[config.mk]
export PLATFORM = sky130hd
export DESIGN_NAME = custom_cnt_sequencer_flat
export DESIGN_NICKNAME = d
export VERILOG_FILES = /design/src/rtl/custom_cnt_sequencer_if.sv /design/src/rtl/custom_cnt_sequencer.sv /design/src/flat_wrapper.sv
export SDC_FILE = /design/constraint.sdc
export NUM_CORES = 1
export LEC_CHECK = 0
export CAP_MARGIN = 10
export CORE_MARGIN = 5
export CORE_UTILIZATION = 49
export DETAILED_ROUTE_END_ITERATION = 12
export PLACE_DENSITY_LB_ADDON = 0.1
export SLEW_MARGIN = 20
export SYNTH_ARGS = -nofsm -noshare
export SYNTH_HDL_FRONTEND = slang
export SYNTH_SLANG_ARGS = --single-unit
[constraint.sdc]
create_clock -name clk -period 2.12 [get_ports clk]
set_input_delay 0.424 -clock clk [delete_from_list [all_inputs] [get_ports clk]]
set_output_delay 0.424 -clock clk [all_outputs]
set_load 0.01 [all_outputs]
[src/rtl/custom_cnt_sequencer_if.sv]
// custom_cnt_sequencer_if
//   Groups the signals that pass between the count sequencer and the blocks
//   around it.
//   Request side (driven by the controller/consumer):
//     start, num_pass, abort, ready
//   Count side (driven by the sequencer):
//     cnt, cnt_valid, cnt_first, cnt_last, pass_idx, busy, done, aborted
//   The master modport is the controller/consumer side. The slave modport is
//   the sequencer side.
interface custom_cnt_sequencer_if #(
  parameter int CNT_W  = 5,
  parameter int PASS_W = 4
);
  logic              start;
  logic [PASS_W-1:0] num_pass;
  logic              abort;
  logic              ready;
  logic [CNT_W-1:0]  cnt;
  logic              cnt_valid;
  logic              cnt_first;
  logic              cnt_last;
  logic [PASS_W-1:0] pass_idx;
  logic              busy;
  logic              done;
  logic              aborted;

  modport master (
    output start, num_pass, abort, ready,
    input  cnt, cnt_valid, cnt_first, cnt_last, pass_idx, busy, done, aborted
  );

  modport slave (
    input  start, num_pass, abort, ready,
    output cnt, cnt_valid, cnt_first, cnt_last, pass_idx, busy, done, aborted
  );
endinterface

[src/rtl/custom_cnt_sequencer.sv]
// custom_cnt_sequencer
//   Generates the stage count 0..NUM_STEPS-1 for the address decoder. It
//   emits one count per accepted beat (cnt_valid & ready). The whole sequence
//   repeats for a programmable number of passes. A run is launched with
//   start and can be terminated with abort. The sequencer pulses done after
//   the final beat of the last pass is accepted.
//   Ports:
//     clk    rising-edge clock
//     rst_n  asynchronous active-low reset
//     bus    slave modport of custom_cnt_sequencer_if
//            inputs : start, num_pass, abort, ready
//            outputs: cnt, cnt_valid, cnt_first, cnt_last, pass_idx,
//                     busy, done, aborted (all registered)
module custom_cnt_sequencer #(
  parameter int CNT_W     = 5,
  parameter int NUM_STEPS = 25,
  parameter int PASS_W    = 4
) (
  input  logic                   clk,
  input  logic                   rst_n,
  custom_cnt_sequencer_if.slave  bus
);

  typedef enum logic [1:0] {
    S_IDLE = 2'd0,
    S_RUN  = 2'd1,
    S_DONE = 2'd2
  } state_t;

  localparam logic [CNT_W-1:0] CNT_MAX = CNT_W'(NUM_STEPS - 1);

  state_t            state_q, state_d;
  logic [CNT_W-1:0]  cnt_q, cnt_d;
  logic [PASS_W-1:0] pass_idx_q, pass_idx_d;
  logic [PASS_W-1:0] pass_tgt_q, pass_tgt_d;
  logic              cnt_valid_q, cnt_valid_d;
  logic              cnt_first_q, cnt_first_d;
  logic              cnt_last_q, cnt_last_d;
  logic              busy_q, busy_d;
  logic              done_q, done_d;
  logic              aborted_q, aborted_d;

  logic [CNT_W-1:0]  cnt_inc;
  logic              accept;
  logic              at_end;
  logic              last_pass;

  always_comb begin
    cnt_inc   = cnt_q + CNT_W'(1);
    accept    = cnt_valid_q & bus.ready;
    at_end    = (cnt_q == CNT_MAX);
    last_pass = (pass_idx_q == (pass_tgt_q - PASS_W'(1)));

    state_d     = state_q;
    cnt_d       = cnt_q;
    pass_idx_d  = pass_idx_q;
    pass_tgt_d  = pass_tgt_q;
    cnt_valid_d = cnt_valid_q;
    cnt_first_d = cnt_first_q;
    cnt_last_d  = cnt_last_q;
    busy_d      = busy_q;
    done_d      = 1'b0;
    aborted_d   = 1'b0;

    case (state_q)
      // DONE accepts start exactly like IDLE, which allows back-to-back runs.
      // abort carries no meaning in either state.
      S_IDLE, S_DONE: begin
        if (bus.start) begin
          pass_tgt_d  = (bus.num_pass == '0) ? PASS_W'(1) : bus.num_pass;
          cnt_d       = '0;
          pass_idx_d  = '0;
          cnt_valid_d = 1'b1;
          cnt_first_d = 1'b1;
          cnt_last_d  = 1'b0;
          busy_d      = 1'b1;
          state_d     = S_RUN;
        end else begin
          cnt_valid_d = 1'b0;
          cnt_first_d = 1'b0;
          cnt_last_d  = 1'b0;
          busy_d      = 1'b0;
          state_d     = S_IDLE;
        end
      end

      S_RUN: begin
        if (bus.abort) begin
          // abort takes priority over a beat accepted in the same cycle.
          cnt_d       = '0;
          pass_idx_d  = '0;
          cnt_valid_d = 1'b0;
          cnt_first_d = 1'b0;
          cnt_last_d  = 1'b0;
          busy_d      = 1'b0;
          aborted_d   = 1'b1;
          state_d     = S_IDLE;
        end else if (accept) begin
          if (!at_end) begin
            cnt_d       = cnt_inc;
            cnt_first_d = 1'b0;
            cnt_last_d  = (cnt_inc == CNT_MAX);
          end else if (!last_pass) begin
            // A new pass starts on the next cycle with no idle cycle between passes.
            cnt_d       = '0;
            pass_idx_d  = pass_idx_q + PASS_W'(1);
            cnt_first_d = 1'b1;
            cnt_last_d  = 1'b0;
          end else begin
            cnt_valid_d = 1'b0;
            cnt_first_d = 1'b0;
            cnt_last_d  = 1'b0;
            busy_d      = 1'b0;
            done_d      = 1'b1;
            state_d     = S_DONE;
          end
        end
      end

      default: begin
        cnt_d       = '0;
        pass_idx_d  = '0;
        cnt_valid_d = 1'b0;
        cnt_first_d = 1'b0;
        cnt_last_d  = 1'b0;
        busy_d      = 1'b0;
        state_d     = S_IDLE;
      end
    endcase
  end

  always_ff @(posedge clk or negedge rst_n) begin
    if (!rst_n) begin
      state_q     <= S_IDLE;
      cnt_q       <= '0;
      pass_idx_q  <= '0;
      pass_tgt_q  <= '0;
      cnt_valid_q <= 1'b0;
      cnt_first_q <= 1'b0;
      cnt_last_q  <= 1'b0;
      busy_q      <= 1'b0;
      done_q      <= 1'b0;
      aborted_q   <= 1'b0;
    end else begin
      state_q     <= state_d;
      cnt_q       <= cnt_d;
      pass_idx_q  <= pass_idx_d;
      pass_tgt_q  <= pass_tgt_d;
      cnt_valid_q <= cnt_valid_d;
      cnt_first_q <= cnt_first_d;
      cnt_last_q  <= cnt_last_d;
      busy_q      <= busy_d;
      done_q      <= done_d;
      aborted_q   <= aborted_d;
    end
  end

  assign bus.cnt       = cnt_q;
  assign bus.cnt_valid = cnt_valid_q;
  assign bus.cnt_first = cnt_first_q;
  assign bus.cnt_last  = cnt_last_q;
  assign bus.pass_idx  = pass_idx_q;
  assign bus.busy      = busy_q;
  assign bus.done      = done_q;
  assign bus.aborted   = aborted_q;

endmodule

[src/flat_wrapper.sv]
// flat-port wrapper written by rule: the top's interface ports become plain ports
module custom_cnt_sequencer_flat 
#(
  parameter int CNT_W     = 5,
  parameter int NUM_STEPS = 25,
  parameter int PASS_W    = 4
)
  (clk, rst_n, bus_start, bus_num_pass, bus_abort, bus_ready, bus_cnt, bus_cnt_valid, bus_cnt_first, bus_cnt_last, bus_pass_idx, bus_busy, bus_done, bus_aborted);
  custom_cnt_sequencer_if #(.CNT_W(CNT_W), .PASS_W(PASS_W)) bus_i ();
  input  logic clk;
  input  logic rst_n;
  input wire logic [$bits(bus_i.start)-1:0] bus_start;
  input wire logic [$bits(bus_i.num_pass)-1:0] bus_num_pass;
  input wire logic [$bits(bus_i.abort)-1:0] bus_abort;
  input wire logic [$bits(bus_i.ready)-1:0] bus_ready;
  output wire logic [$bits(bus_i.cnt)-1:0] bus_cnt;
  output wire logic [$bits(bus_i.cnt_valid)-1:0] bus_cnt_valid;
  output wire logic [$bits(bus_i.cnt_first)-1:0] bus_cnt_first;
  output wire logic [$bits(bus_i.cnt_last)-1:0] bus_cnt_last;
  output wire logic [$bits(bus_i.pass_idx)-1:0] bus_pass_idx;
  output wire logic [$bits(bus_i.busy)-1:0] bus_busy;
  output wire logic [$bits(bus_i.done)-1:0] bus_done;
  output wire logic [$bits(bus_i.aborted)-1:0] bus_aborted;
  assign bus_i.start = bus_start;
  assign bus_i.num_pass = bus_num_pass;
  assign bus_i.abort = bus_abort;
  assign bus_i.ready = bus_ready;
  assign bus_cnt = bus_i.cnt;
  assign bus_cnt_valid = bus_i.cnt_valid;
  assign bus_cnt_first = bus_i.cnt_first;
  assign bus_cnt_last = bus_i.cnt_last;
  assign bus_pass_idx = bus_i.pass_idx;
  assign bus_busy = bus_i.busy;
  assign bus_done = bus_i.done;
  assign bus_aborted = bus_i.aborted;
  custom_cnt_sequencer #(.CNT_W(CNT_W), .NUM_STEPS(NUM_STEPS), .PASS_W(PASS_W)) u_core (.clk(clk), .rst_n(rst_n), .bus(bus_i));
endmodule
### Yosys cells after proc, flatten, opt, wreduce, memory -nomap -nowiden

Index checks and enable logic that the tools add are counted.

* reductions and logical operators: 7
* shift-type cells: 0
* order comparisons: 0
* equality and inequality tests: 11
* multiplexer cells: 41
* bitwise operators: 1
* multipliers: 0
* add/subtract/negate cells: 3
* divide/modulo/power cells: 0

Operator list (count)
* $mux 5: 5
* $mux 4: 6
* $mux 1: 21
* $eq 5x5->1 const B: 2
* $pmux 5 s2: 1
* $ne 3x2->1 const B: 3
* $mux 2: 4
* $pmux 4 s2: 1
* $reduce_and 3->1: 2
* $add 5x1->5 const B: 1
* $add 4x1->4 const B: 1
* $eq 4x4->1: 1
* $logic_not 4->1: 1
* $ne 4x4->1 const B: 1
* $pmux 1 s2: 2
* $pmux 2 s2: 1
* $reduce_and 4->1: 1
* $sub 4x1->4 const B: 1
* $ne 3x3->1 const B: 1
* $eq 2x1->1 const B: 1
* $eq 2x2->1 const B: 1
* $logic_not 2->1: 1
* $ne 2x2->1 const B: 1
* $reduce_and 2->1: 1
* 2 further kinds: 2

* output and inout bits: 15
* bits in latches: 0
* memory bits (read-only): 0
* memories: 0
* register bits after elaboration: 20
* memory bits (writable): 0

### Logic depth before layout (Yosys ltp)

* depth after elaboration: 7
* depth in mapped cells: 7
* mapped depth without buffers: 7

### Worst setup path after synthesis

No wires, ideal clock.

* kind: reg-to-reg
* from: register u_core.pass_tgt_q[0]
* to: register u_core.pass_idx_q[2], in the netlist u_core.bus.pass_idx[2]
* buffers on the path: 0
* stages on the path, launching flop included: 8
* path slack: 0.333 ns
* data arrival time: 1.669 ns
* data required time: 2.001 ns
* cell sequence: dfrtp_1 inv_1 ha_1 xor3_1 nor3_4 a211oi_1 nor3b_1 a21o_2

* longest elaborated chain between the ends: 4

RTL lines
* from (decl): RTL line custom_cnt_sequencer.sv:35 `logic [PASS_W-1:0] pass_tgt_q, pass_tgt_d;`
* from (signal assigned): RTL line custom_cnt_sequencer.sv:148 `pass_tgt_q <= pass_tgt_d;`
* $sub 4x1->4: RTL line custom_cnt_sequencer.sv:52 `last_pass = (pass_idx_q == (pass_tgt_q - PASS_W'(1)));`
* $eq 4x4->1: RTL line custom_cnt_sequencer.sv:52
* $ne 3x3->1 (no line)
* $reduce_and 4->1 (no line)
* to (signal assigned): RTL line custom_cnt_sequencer.sv:147 `pass_idx_q <= pass_idx_d;`
* to (decl): RTL line custom_cnt_sequencer.sv:34 `logic [PASS_W-1:0] pass_idx_q, pass_idx_d;`

Every way passes these cells.
A chain may end at the register's enable or synchronous reset.

### Worst setup path in the final report

* from: register u_core.pass_tgt_q[0]
* to: register u_core.cnt_q[4], in the netlist u_core.bus.cnt[4]

* longest elaborated chain between the ends: 4

RTL lines
* $sub 4x1->4: RTL line custom_cnt_sequencer.sv:52
* $eq 4x4->1: RTL line custom_cnt_sequencer.sv:52
* $ne 4x4->1 (no line)
* $reduce_and 3->1 (no line)
* to (signal assigned): RTL line custom_cnt_sequencer.sv:146 `cnt_q <= cnt_d;`
* to (decl): RTL line custom_cnt_sequencer.sv:33 `logic [CNT_W-1:0] cnt_q, cnt_d;`

Every way passes these cells.

==> flow_metrics.tcl <==
set metrics [dict create \
    slew_headroom 0.6156 \
    max_clock_freq_mhz 510.7 \
    die_h_um 57.78 \
    row_count 17 \
    grt_usage 0.1460 \
    cts_resized 0 \
    hold_class "input pin to asynchronous set/reset pin" \
    p_leak_nw 0.6197 \
    io_pins 24 \
    initial_core_util 0.5106 \
    min_period_ps 1958 \
    setup_violations 0 \
    status "complete, no violations" \
    power_density_mw_per_mm2 674.9 \
    reg2reg_slack_ps 160 \
    clkTransAtPathRegs_ps 120 \
    path_class "register to register" \
    hpwl_mm 1.713 \
    worst-endpoint-required_ps 2350 \
    io_buffers 23 \
    hold_violations 0 \
    final_layout_size_suffix_gt1_frac 0.1194 \
    ys_ff_latch 20 \
    die_area_mm2 0.003339 \
    clk_latency_ps 300 \
    rsz0062_at_grt "no" \
    ant_nets 0 \
    die_x_um 57.78 \
    placeableCoreArea_mm2 0.002191 \
    dr.pass1.iters 4 \
    drtIter0Drc 35 \
    cts_root_buffer "clkbuf_4" \
    routed_wl_mm 2.281 \
    hold_ws_ps 436.4 \
    design_area_mm2 0.001436 \
    vias_per_cell 5.580 \
    antenna_found_initial 0 \
    cp_max_fo 6 \
    yosys_warnings 0 \
    synth_cell_types 36 \
    vias 904 \
    cts_tree "built" \
    dpl-instance-area_mm2 0.001384 \
    maxCapViolCount 0 \
    critPathArrivalTime_ps 2190 \
    crit_path_end_kind "register" \
    overflow 0 \
    layout.nets 149 \
    fin_crit_sh 0.9237 \
    htree_levels 1 \
    startpoint_type "register" \
    grt_util_met2 0.2371 \
    timing.rr.start "u_core.pass_tgt_q[0]" \
    tightestPinTransition_ps 570.5 \
    setup_tns_ps 0 \
    grt_pass1_vias 837 \
    skew_ps 4.621 \
    r2r-end "u_core.bus.cnt[4]" \
    clock_path_buffers 2 \
    syn_avg_cell_area_um2 10.36 \
    numCtsBuffers 3 \
    ys_seq_area_frac 0.4474 \
    met1_usage 0.1911 \
    r2r_cells 7 \
    synthesis.nets 122 \
    cts.sinks 20 \
    grt_first_pass_wirelength_mm 3.829 \
    top_usage_layer "met2" \
    routabilityCongestion 0.7789 \
    synth_area_mm2 0.001119 \
    syn_to_final_growth_pct 28.41 \
    wl_per_cell_um 14.08 \
    synth_cells 108 \
    diodes 0 \
    use_met3 0.03341 \
    maxSlewViolCount 0 \
    cts_hold_buffers 0 \
    post_cts_buffers 0 \
    crit_start "u_core.pass_tgt_q[0]" \
    grt_start_max_net_pins 21 \
    vdd_ir_drop_max_mv 0.3944 \
    drc 0 \
]
## cell usage in the layout (no fill, tap or decap)
cell type / instances
a211oi_1: 1
a21o_1: 1
a21o_2: 1
a21oi_1: 3
a21oi_4: 1
a22o_1: 1
a22oi_1: 1
a32o_1: 2
a41o_1: 1
and3_1: 1
buf_4: 2
bufinv_16: 1
clkbuf_4: 3
clkdlybuf4s50_1: 23
dfrtp_1: 20
ha_1: 5
inv_1: 7
mux2_2: 4
nand2_1: 8
nand2b_1: 1
nand3_1: 5
nand3b_1: 1
nand3b_2: 1
nand4_1: 1
nand4b_1: 1
nor2_1: 9
nor3_1: 5
nor3_4: 1
nor3b_1: 1
nor3b_4: 1
o21ai_0: 9
o21bai_1: 2
o21bai_2: 1
o2bb2ai_1: 1
o311ai_1: 1
xnor2_1: 4
xor2_1: 2
xor3_1: 1
## through the flow
stage	util	power, mW	worst slack, ps	instances
5_1_grt	0.6556	1.012	24.22	162
3_3_place_gp	0.6316	0.6575	146.3	158
4_1_cts	0.6556	0.9775	124.8	162
3_5_place_dp	0.6316	0.6653	115.3	158
6_report	0.6556	0.9695	161.8	162
2_1_floorplan	-	0.5878	332.5	108
## power by group
group	total, mW	switching, mW	internal, mW
logic	0.218	0.108	0.110
clock network	0.315	0.124	0.191
registers	0.437	0.0270	0.410
total	0.969	0.259	0.711
## cell type report
type / instances / area, µm²
Multi-Input combinational cell: 78 / 576.8
Clock buffer: 3 / 22.52
Tap cell: 28 / 35.03
Inverter: 7 / 26.28
Timing Repair Buffer: 25 / 245.2
Fill cell: 165 / 754.5
Sequential cell: 20 / 500.5
Clock inverter: 1 / 30.03
## sequential cells by signal, indices dropped and copies added (netlist names)
register and count:
u_core.bus.done 1, u_core.state_q 2, u_core.bus.pass_idx 4, u_core.bus.aborted 1, u_core.bus.cnt_last 1, u_core.bus.cnt 5
u_core.bus.cnt_first 1, u_core.pass_tgt_q 4, u_core.bus.cnt_valid 1
## worst max path at each step
stage	cells after the start	slack, ps	endpoint
2_1_floorplan	7	330	u_core.bus.pass_idx[2]
3_3_place_gp	6	150	u_core.bus.cnt[1]
3_5_place_dp	6	120	u_core.bus.cnt[4]
4_1_cts	7	120	u_core.bus.cnt[4]
5_1_grt	7	20	u_core.bus.cnt[0]
6_report	7	160	u_core.bus.cnt[4]
## worst max-delay path, stage by stage (launching register included)
cell	delay, ps
dfrtp_1	420
inv_1	90
ha_1	150
xor3_1	440
nor3_4	230
nand3b_2	190
o21bai_2	230
o2bb2ai_1	140
## cells in the mapped netlist
| cell | number | area share |
|---|---|---|
| nand3_1 | 5 | 0.022 |
| nor3_4 | 1 | 0.015 |
| nor3_1 | 5 | 0.022 |
| o21bai_1 | 2 | 0.013 |
| nand4_1 | 1 | 0.0056 |
| xnor2_1 | 4 | 0.031 |
| mux2_2 | 4 | 0.040 |
| nor2_1 | 9 | 0.030 |
| nand2b_1 | 1 | 0.0056 |
| a22oi_1 | 1 | 0.0067 |
| dfrtp_1 | 20 | 0.45 |
| a21o_1 | 1 | 0.0067 |
| nor3b_1 | 1 | 0.0067 |
| a41o_1 | 1 | 0.0089 |
| inv_1 | 7 | 0.023 |
| a21oi_1 | 3 | 0.013 |
| a22o_1 | 1 | 0.0078 |
| a21o_2 | 1 | 0.0078 |
| buf_4 | 1 | 0.0067 |
| o2bb2ai_1 | 1 | 0.0078 |
| xor2_1 | 2 | 0.016 |
| a32o_1 | 2 | 0.018 |
| nand2_1 | 8 | 0.027 |
| ha_1 | 5 | 0.056 |
| o311ai_1 | 1 | 0.0078 |
| nor3b_4 | 1 | 0.017 |
| and3_1 | 1 | 0.0056 |
| a21oi_4 | 1 | 0.015 |
| nand3b_2 | 1 | 0.010 |
| nand4b_1 | 1 | 0.0078 |
| nand3b_1 | 1 | 0.0067 |
| xor3_1 | 1 | 0.021 |
| clkbuf_1 | 2 | 0.0067 |
| a211oi_1 | 1 | 0.0067 |
| o21bai_2 | 1 | 0.010 |
| o21ai_0 | 9 | 0.040 |
## per-layer routing
metal	part of all wire	vias up	wire length [µm]
li1	-	438	-
met1	0.44	428	997
met2	0.48	36	1092
met3	0.075	2	172
met4	0.0083	0	19
met5	0	-	0
## kinds of logic (layout without fill, tap and decap cells)
family | count (synthesis) | in the layout | synth area share
buf+inv | 10 | 36 | 0.03692
fa+ha+maj | 5 | 5 | 0.05593
simple gates | 36 | 36 | 0.1812
xor+xnor | 7 | 7 | 0.06823
flops | 20 | 20 | 0.4474
compound gates | 26 | 26 | 0.1700
mux | 4 | 4 | 0.04027
Power figures use the tool's default switching activity.
